### src/rtl/pid_ctrl_pipe_pkg.sv
// ----------------------------------------------------------------------------
// pid_pkg
// Shared constants for the pid_ctrl_pipe heading controller: default
// parameter values, derivative clamp width, integrator tap position and the
// final PID scaling shift.
// Ports: none (package).
// ----------------------------------------------------------------------------
package pid_pkg;

    localparam int unsigned ERR_W_DEF   = 12;
    localparam int unsigned SAT_W_DEF   = 10;
    localparam int unsigned FRWRD_W_DEF = 10;
    localparam int          P_COEFF_DEF = 8;
    localparam int          D_COEFF_DEF = 11;
    localparam int unsigned D_DLY_DEF   = 2;

    // Derivative term is clamped to this signed width before scaling.
    localparam int unsigned DIFF_W      = 7;
    // PID sum is arithmetically shifted right by this amount.
    localparam int unsigned PID_SHIFT   = 3;
    // I term is the integrator with this many LSBs dropped.
    localparam int unsigned INT_SHIFT   = 6;

endpackage

### src/rtl/pid_ctrl_pipe_if.sv
// ----------------------------------------------------------------------------
// pid_ctrl_pipe_if
// Bundles the controller's sample input and wheel-speed output signals.
// Ports (signals):
//   moving   - control enable; low clears controller state
//   err_vld  - one-cycle qualifier for a new error sample
//   error    - signed heading error, ERR_W bits
//   frwrd    - unsigned forward speed, FRWRD_W bits
//   lft_spd  - signed left wheel speed, FRWRD_W+1 bits
//   rght_spd - signed right wheel speed, FRWRD_W+1 bits
//   spd_vld  - one-cycle pulse marking new speeds
// Modports: master drives samples, slave (the controller) drives speeds.
// ----------------------------------------------------------------------------
interface pid_ctrl_pipe_if
    import pid_pkg::*;
#(
    parameter int unsigned ERR_W   = ERR_W_DEF,
    parameter int unsigned FRWRD_W = FRWRD_W_DEF
);

    localparam int unsigned SPD_W = FRWRD_W + 1;

    logic               moving;
    logic               err_vld;
    logic [ERR_W-1:0]   error;
    logic [FRWRD_W-1:0] frwrd;
    logic [SPD_W-1:0]   lft_spd;
    logic [SPD_W-1:0]   rght_spd;
    logic               spd_vld;

    modport master (
        output moving, err_vld, error, frwrd,
        input  lft_spd, rght_spd, spd_vld
    );

    modport slave (
        input  moving, err_vld, error, frwrd,
        output lft_spd, rght_spd, spd_vld
    );

endinterface

### src/rtl/pid_ctrl_pipe_sat.sv
// ----------------------------------------------------------------------------
// sat_signed
// Clamps a signed IN_W-bit value to the signed OUT_W-bit range
// (-2^(OUT_W-1) .. 2^(OUT_W-1)-1). Purely combinational; IN_W >= OUT_W.
// Ports:
//   din_i  - signed input, IN_W bits
//   dout_o - signed clamped output, OUT_W bits
// ----------------------------------------------------------------------------
module sat_signed #(
    parameter int unsigned IN_W  = 16,
    parameter int unsigned OUT_W = 8
) (
    input  logic signed [IN_W-1:0]  din_i,
    output logic signed [OUT_W-1:0] dout_o
);

    generate
        if (IN_W == OUT_W) begin : g_pass
            assign dout_o = din_i;
        end else begin : g_clamp
            localparam logic signed [IN_W-1:0] MAX_V =
                {{(IN_W-OUT_W+1){1'b0}}, {(OUT_W-1){1'b1}}};
            localparam logic signed [IN_W-1:0] MIN_V = ~MAX_V;

            always_comb begin
                if (din_i > MAX_V) begin
                    dout_o = MAX_V[OUT_W-1:0];
                end else if (din_i < MIN_V) begin
                    dout_o = MIN_V[OUT_W-1:0];
                end else begin
                    dout_o = din_i[OUT_W-1:0];
                end
            end
        end
    endgenerate

endmodule

### src/rtl/pid_ctrl_pipe.sv
// ----------------------------------------------------------------------------
// pid_ctrl_pipe
// Two-stage pipelined PID heading controller for a differential drive.
// Each qualified error sample is saturated and turned into P, I and D terms
// (stage 1); stage 2 sums them, scales by 2^-PID_SHIFT and steers the
// forward speed into clamped left/right wheel speeds. One sample per cycle,
// fixed two-edge latency, no stall.
// Ports:
//   clk   - clock, rising edge
//   rst_n - asynchronous active-low reset
//   bus   - pid_ctrl_pipe_if.slave: moving, err_vld, error, frwrd in;
//           lft_spd, rght_spd, spd_vld out (all outputs registered)
// ----------------------------------------------------------------------------
module pid_ctrl_pipe
    import pid_pkg::*;
#(
    parameter int unsigned ERR_W   = ERR_W_DEF,
    parameter int unsigned SAT_W   = SAT_W_DEF,
    parameter int unsigned FRWRD_W = FRWRD_W_DEF,
    parameter int          P_COEFF = P_COEFF_DEF,
    parameter int          D_COEFF = D_COEFF_DEF,
    parameter int unsigned D_DLY   = D_DLY_DEF
) (
    input  logic           clk,
    input  logic           rst_n,
    pid_ctrl_pipe_if.slave bus
);

    localparam int unsigned SPD_W = FRWRD_W + 1;
    localparam int unsigned PW    = SAT_W + 4;             // P/I/D/PID width
    localparam int unsigned IW    = SAT_W + 5;             // integrator width
    localparam int unsigned IQ_W  = IW - INT_SHIFT;        // I term width
    localparam int unsigned DF_W  = SAT_W + 1;             // raw difference
    localparam int unsigned SUM_W = ((PW > SPD_W) ? PW : SPD_W) + 1;

    localparam logic signed [PW-1:0] P_C = PW'(P_COEFF);
    localparam logic signed [PW-1:0] D_C = PW'(D_COEFF);

    // ---------------------------------------------------------------- inputs
    logic signed [ERR_W-1:0] err_in;
    logic signed [SAT_W-1:0] err_sat;
    logic                    sample;

    assign err_in = bus.error;
    assign sample = bus.err_vld & bus.moving;

    sat_signed #(.IN_W(ERR_W), .OUT_W(SAT_W)) u_sat_err (
        .din_i  (err_in),
        .dout_o (err_sat)
    );

    // -------------------------------------------------------------- P term
    logic signed [PW-1:0] err_sat_p;
    logic signed [PW-1:0] p_d;

    assign err_sat_p = {{(PW-SAT_W){err_sat[SAT_W-1]}}, err_sat};
    assign p_d       = err_sat_p * P_C;

    // --------------------------------------------------- integrator, I term
    logic signed [IW-1:0] err_sat_i;
    logic signed [IW-1:0] integ_q, integ_d, integ_sum;
    logic                 integ_ovf;
    logic signed [PW-1:0] i_d;

    assign err_sat_i = {{(IW-SAT_W){err_sat[SAT_W-1]}}, err_sat};
    assign integ_sum = integ_q + err_sat_i;
    // Same-sign operands producing a result of the other sign: hold instead.
    assign integ_ovf = (integ_q[IW-1] == err_sat_i[IW-1]) &&
                       (integ_sum[IW-1] != integ_q[IW-1]);
    // I uses the integrator value before this edge's accumulation.
    assign i_d = {{(PW-IQ_W){integ_q[IW-1]}}, integ_q[IW-1:INT_SHIFT]};

    // ----------------------------------------------- history, D term
    logic signed [SAT_W-1:0]  hist_q [D_DLY];
    logic signed [SAT_W-1:0]  hist_d [D_DLY];
    logic signed [SAT_W-1:0]  oldest;
    logic signed [DF_W-1:0]   diff_full;
    logic signed [DIFF_W-1:0] diff;
    logic signed [PW-1:0]     diff_p;
    logic signed [PW-1:0]     d_d;

    assign oldest    = hist_q[D_DLY-1];
    assign diff_full = {err_sat[SAT_W-1], err_sat} - {oldest[SAT_W-1], oldest};

    sat_signed #(.IN_W(DF_W), .OUT_W(DIFF_W)) u_sat_diff (
        .din_i  (diff_full),
        .dout_o (diff)
    );

    assign diff_p = {{(PW-DIFF_W){diff[DIFF_W-1]}}, diff};
    assign d_d    = diff_p * D_C;

    always_comb begin
        integ_d = integ_q;
        hist_d  = hist_q;
        if (sample) begin
            if (!integ_ovf) begin
                integ_d = integ_sum;
            end
            hist_d[0] = err_sat;
            for (int unsigned k = 1; k < D_DLY; k++) begin
                hist_d[k] = hist_q[k-1];
            end
        end
    end

    always_ff @(posedge clk or negedge rst_n) begin
        if (!rst_n) begin
            integ_q <= '0;
            hist_q  <= '{default: '0};
        end else if (!bus.moving) begin
            integ_q <= '0;
            hist_q  <= '{default: '0};
        end else begin
            integ_q <= integ_d;
            hist_q  <= hist_d;
        end
    end

    // ------------------------------------------------------------- stage 1
    logic signed [PW-1:0] p_q, i_q, d_q;
    logic                 v1_q;

    always_ff @(posedge clk or negedge rst_n) begin
        if (!rst_n) begin
            p_q  <= '0;
            i_q  <= '0;
            d_q  <= '0;
            v1_q <= 1'b0;
        end else if (!bus.moving) begin
            p_q  <= '0;
            i_q  <= '0;
            d_q  <= '0;
            v1_q <= 1'b0;
        end else begin
            v1_q <= sample;
            if (sample) begin
                p_q <= p_d;
                i_q <= i_d;
                d_q <= d_d;
            end
        end
    end

    // ------------------------------------------------------------- stage 2
    logic signed [PW-1:0]    pid, sh;
    logic signed [SUM_W-1:0] frwrd_ext, sh_ext, lft_full, rght_full;
    logic signed [SPD_W-1:0] lft_d, rght_d, lft_q, rght_q;
    logic                    vld_q;

    assign pid       = p_q + i_q + d_q;
    assign sh        = pid >>> PID_SHIFT;
    assign frwrd_ext = {{(SUM_W-FRWRD_W){1'b0}}, bus.frwrd};
    assign sh_ext    = {{(SUM_W-PW){sh[PW-1]}}, sh};
    assign lft_full  = frwrd_ext + sh_ext;
    assign rght_full = frwrd_ext - sh_ext;

    sat_signed #(.IN_W(SUM_W), .OUT_W(SPD_W)) u_sat_lft (
        .din_i  (lft_full),
        .dout_o (lft_d)
    );

    sat_signed #(.IN_W(SUM_W), .OUT_W(SPD_W)) u_sat_rght (
        .din_i  (rght_full),
        .dout_o (rght_d)
    );

    always_ff @(posedge clk or negedge rst_n) begin
        if (!rst_n) begin
            lft_q  <= '0;
            rght_q <= '0;
            vld_q  <= 1'b0;
        end else if (!bus.moving) begin
            lft_q  <= '0;
            rght_q <= '0;
            vld_q  <= 1'b0;
        end else begin
            vld_q <= v1_q;
            if (v1_q) begin
                lft_q  <= lft_d;
                rght_q <= rght_d;
            end
        end
    end

    assign bus.lft_spd  = lft_q;
    assign bus.rght_spd = rght_q;
    assign bus.spd_vld  = vld_q;

endmodule

### src/flat_wrapper.sv
// flat-port wrapper written by rule: the top's interface ports become plain ports
module pid_ctrl_pipe_flat import pid_pkg::*;
#(
    parameter int unsigned ERR_W   = ERR_W_DEF,
    parameter int unsigned SAT_W   = SAT_W_DEF,
    parameter int unsigned FRWRD_W = FRWRD_W_DEF,
    parameter int          P_COEFF = P_COEFF_DEF,
    parameter int          D_COEFF = D_COEFF_DEF,
    parameter int unsigned D_DLY   = D_DLY_DEF
)
  (clk, rst_n, bus_moving, bus_err_vld, bus_error, bus_frwrd, bus_lft_spd, bus_rght_spd, bus_spd_vld);
  pid_ctrl_pipe_if #(.ERR_W(ERR_W), .FRWRD_W(FRWRD_W)) bus_i ();
  input  logic clk;
  input  logic rst_n;
  input wire logic [$bits(bus_i.moving)-1:0] bus_moving;
  input wire logic [$bits(bus_i.err_vld)-1:0] bus_err_vld;
  input wire logic [$bits(bus_i.error)-1:0] bus_error;
  input wire logic [$bits(bus_i.frwrd)-1:0] bus_frwrd;
  output wire logic [$bits(bus_i.lft_spd)-1:0] bus_lft_spd;
  output wire logic [$bits(bus_i.rght_spd)-1:0] bus_rght_spd;
  output wire logic [$bits(bus_i.spd_vld)-1:0] bus_spd_vld;
  assign bus_i.moving = bus_moving;
  assign bus_i.err_vld = bus_err_vld;
  assign bus_i.error = bus_error;
  assign bus_i.frwrd = bus_frwrd;
  assign bus_lft_spd = bus_i.lft_spd;
  assign bus_rght_spd = bus_i.rght_spd;
  assign bus_spd_vld = bus_i.spd_vld;
  pid_ctrl_pipe #(.ERR_W(ERR_W), .SAT_W(SAT_W), .FRWRD_W(FRWRD_W), .P_COEFF(P_COEFF), .D_COEFF(D_COEFF), .D_DLY(D_DLY)) u_core (.clk(clk), .rst_n(rst_n), .bus(bus_i));
endmodule
### config.mk
export PLATFORM = sky130hd
export DESIGN_NAME = pid_ctrl_pipe_flat
export DESIGN_NICKNAME = d
export VERILOG_FILES = /design/src/rtl/pid_ctrl_pipe_pkg.sv /design/src/rtl/pid_ctrl_pipe_if.sv /design/src/rtl/pid_ctrl_pipe_sat.sv /design/src/rtl/pid_ctrl_pipe.sv /design/src/flat_wrapper.sv
export SDC_FILE = /design/constraint.sdc
export NUM_CORES = 1
export LEC_CHECK = 0
export CAP_MARGIN = 15
export CORE_UTILIZATION = 40
export DETAILED_ROUTE_END_ITERATION = 8
export SETUP_SLACK_MARGIN = 0.02
export SLEW_MARGIN = 30
export SYNTH_ARGS = -nofsm -noshare
export SYNTH_HDL_FRONTEND = slang
export SYNTH_HIERARCHICAL = 1
export SYNTH_SLANG_ARGS = --single-unit
### constraint.sdc
create_clock -name clk -period 12.6 [get_ports clk]
set_input_delay 1.89 -clock clk [delete_from_list [all_inputs] [get_ports clk]]
set_output_delay 1.89 -clock clk [all_outputs]
set_load 0.1 [all_outputs]
==> out/results.tsv <==
stage	metric	value	unit
status	status	finished, violations left	
status	failing checks	DRC	
global_route	vias in the first global route	5535	
worst_hold_path	Hold Path End	u_core/bus.lft_spd[5]	
setup_path	Worst Reg-to-Reg Cells	23	
setup_path	reg-to-reg critical path endpoint	u_core/d_q[10]	
worst_hold_path	hold path start	u_core/bus.lft_spd[5]	
drt	routed vias/inst	5.28	
setup_path	CP startpoint kind	input port	
power	switch share	50.1	%
setup_path	Crit. End Element	register	
yosys	Post-Syn Area per Cell	8.85	sq um
floorplanning	Die Wd	138	um
yosys	sequential area share after synthesis	27.0	%
floorplanning	initial core utilization	41.0	%
global_route	GRT Total Usage	18.1	%
setup_path	CP arrival	8.34	ns
floorplanning	Die ar.	19100	sq um
setup_path	Worst R2R Start	u_core/oldest[0]	
cells_and_area	commonest non-fill, non-tap cell in the layout	nor2_1	
power	Max VDD drop	0.118	mV
yosys	Synth Flop Type	dfrtp_1	
cells_and_area	Fillers	1758	
setup_path	worst path required time	12.86	ns
setup_path	Crit Path Max Fanout	18	
floorplanning	die height	138	um
yosys	Mapped Nets	962	
power	internal power	0.957	mW
power	Comb pwr share	67.9	%
yosys	ys async rst share	100	%
clock_tree	CTS max path bufs	2	
cells_and_area	number of inserted diodes	0	
power	Psw	0.961	mW
clock_tree	root buf cell	clkbuf_16	
clock_tree	Worst-Skew Late Latency	0.34	ns
setup_path	Crit Path Category	input port to register	
cells_and_area	final net count	985	
cells_and_area	share of cells above drive strength 1	6.57	%
clock_tree	post-CTS resize count	0	
cells_and_area	P&R area growth vs syn	11.9	%
timing	final worst-path setup slack	4.52	ns
yosys	Seq cells post-synth	80	
placed_design	worst slack, placed	3.87	ns
yosys	post-synth cell types	71	
timing	Hold Slack	0.517	ns
drt	DRC Markers	10	
timing	Final Hold Viols	0	
floorplanning	Site Rows	49	
clock_tree	clock slew at reported path FFs	0.06	ns
clock_tree	CTS H-tree depth	3	
timing	RSZ-0062 raised after global routing	false	
timing	Highest Clock Rate	124	MHz
worst_hold_path	hold crit path type	register to register	
drt	router iterations before antenna repair	7	
placed_design	IO Port Bufs	48	
global_route	initial antenna violation count	0	
timing	post-layout minimum cycle time	8.08	ns
clock_tree	Setup Buffers After CTS	0	
drt	DR iter-0 viols	201	
clock_tree	CTS tree	built	
cells_and_area	most frequent cells in the layout	136 x nor2_1, 80 x dfrtp_1, 79 x ha_1	
power	Clk pwr share	13.8	%
global_route	GRT overflow	0	
timing	final slew viol count	0	
job	Max Cap Violations	0	
timing	worst clock skew	0.00764	ns
drt	Final ANT Viol Nets	0	
global_route	global-route wire length before repair	28000	um
setup_path	Reg2Reg Setup Slack	7.08	ns
setup_path	Critical Path Start	bus_error[10]	
power	Tot Pwr	1.92	mW
yosys	synth warn	6	
global_route	largest net degree at the start of global routing	58	
clock_tree	CTS sink cnt	80	
worst_hold_path	hold path depth	2	
yosys	Post-Syn Area	7420	sq um
placed_design	HPWL after DPL	12500	um
drt	WL/cell	14.8	um
floorplanning	Top-Level Pins	49	
power	Pleak	3.81	nW
yosys	Synth Instances	839	
power	Pwr Density	231	nW/um^2
timing	Slew @ Worst Pin	0.973	ns
clock_tree	hold_buf cts	0	
power	sequential share of power	18.3	%
drt	DR vias	5782	
timing	Final Setup Violations	0	
placed_design	Placer Congestion	0.850	
timing	TNS Setup	0	ns
yosys	Post-synth EDFFs	0	
clock_tree	Num CTS Buffers	9	
timing	fin crit share	64.1	%
floorplanning	core area	18100	sq um
drt	Routed WL	16300	um
timing	Slew HR	35.0	%
-- flip-flops by register name, summed over array words and instances, names as in the netlist --
| register | count |
|---|---|
| u_core/oldest | 10 |
| u_core/i_q | 9 |
| u_core/bus.spd_vld | 1 |
| u_core/bus.rght_spd | 11 |
| u_core/v1_q | 1 |
| u_core/bus.lft_spd | 11 |
| u_core/d_q | 12 |
| u_core/hist_q | 9 |
| u_core/integ_q | 15 |
| u_core/p_q | 1 |
-- final cells by class --
class | count | area (sq um) | share of cell area [%]
multi-input cells | 644 | 4940 | 59.5
inverters | 73 | 274 | 3.30
clock buffers | 11 | 233 | 2.80
repair buffers | 54 | 513 | 6.17
flip-flops and latches | 80 | 2000 | 24.1
well taps | 229 | 287 | 3.45
clock inverters | 5 | 57.6 | 0.693
-- power by group through the flow --
stage                     combinational [mW]  sequential (mW)  clock [mW]
after global routing                    1.46            0.358       0.282
after CTS                               1.31            0.352       0.273
after floorplan                        0.928            0.482           0
final                                   1.30            0.351       0.266
after detailed placement                1.30            0.357           0
after global placement                  1.29            0.356           0
-- critical path, stage by stage --
cell             delay (ns)
clkdlybuf4s50_1        0.78
a21boi_0               0.17
o22ai_1                0.43
inv_1                  0.13
fa_1                   0.48
nor2b_1                0.12
o21ai_0                0.10
a21boi_0               0.23
o21ai_0                0.14
a21oi_1                0.19
o21ai_0                0.11
a22o_1                 0.40
nor2b_1                0.28
a221oi_1               0.48
ha_1                   0.25
inv_1                  0.05
fa_1                   0.47
inv_1                  0.04
ha_1                   0.31
nor2b_1                0.15
o21ai_0                0.18
a21boi_0               0.13
o21ai_0                0.26
nand2_1                0.12
a311o_1                0.36
o211ai_1               0.09
-- synth_stat cells, types with 5 or more instances --
master	number	area share (%)
nor2_1	137	6.9
dfrtp_1	80	27
ha_1	79	13
inv_1	71	3.6
mux2i_1	65	8.8
a21oi_1	41	2.8
xnor2_1	34	4.0
nand4_1	31	2.6
nand2_1	30	1.5
o21ai_0	29	2.0
a221oi_1	26	3.1
fa_1	18	4.9
xor2_1	17	2.0
clkbuf_1	15	0.76
buf_1	13	0.66
nor2b_1	13	1.1
a21boi_0	11	1.1
o22ai_1	11	0.93
a21o_1	8	0.81
nand3_1	7	0.47
nor3_1	6	0.40
buf_2	5	0.34
nor4_1	5	0.42
-- layer usage --
metal,GRT usage [%],wire length [um],vias up
met5,0,0,-
li1,-,-,3001
met1,24.1,7720,2689
met3,2.74,457,10
met2,31.5,7950,82
met4,3.25,126,0
-- worst max-delay path by stage --
| stage | endpoint | slack (ns) | cells after the start |
|---|---|---|---|
| 2_1_floorplan | u_core/d_q[10] | 5.43 | 25 |
| 5_1_grt | u_core/d_q[10] | 3.75 | 25 |
| 4_1_cts | u_core/d_q[10] | 4.19 | 26 |
| 3_5_place_dp | u_core/d_q[10] | 3.87 | 26 |
| 3_3_place_gp | u_core/d_q[10] | 3.81 | 24 |
| 6_report | u_core/d_q[10] | 4.52 | 26 |
-- cell families (layout without fill, tap and decap cells) --
logic type,after synthesis,after routing,synth area share (%)
AO/OA/AOI/OAI,173,173,16.8
XOR/XNOR,51,51,6.02
adder cells (fa/ha/maj),97,97,18.2
buffers and inverters,115,143,6.66
flip-flops,80,80,27.0
multiplexers,67,67,9.22
AND/OR/NAND/NOR,256,256,16.1
-- through the flow --
stage / instances / area (sq um) / util (%)
floorplan: 839 / 7420 / -
global placement: 1080 / 8020 / 44.3
detailed placement: 1080 / 8020 / 44.3
CTS: 1096 / 8310 / 45.9
global route: 1096 / 8310 / 45.9
finish: 1096 / 8310 / 45.9
Power figures use the tool's default switching activity.
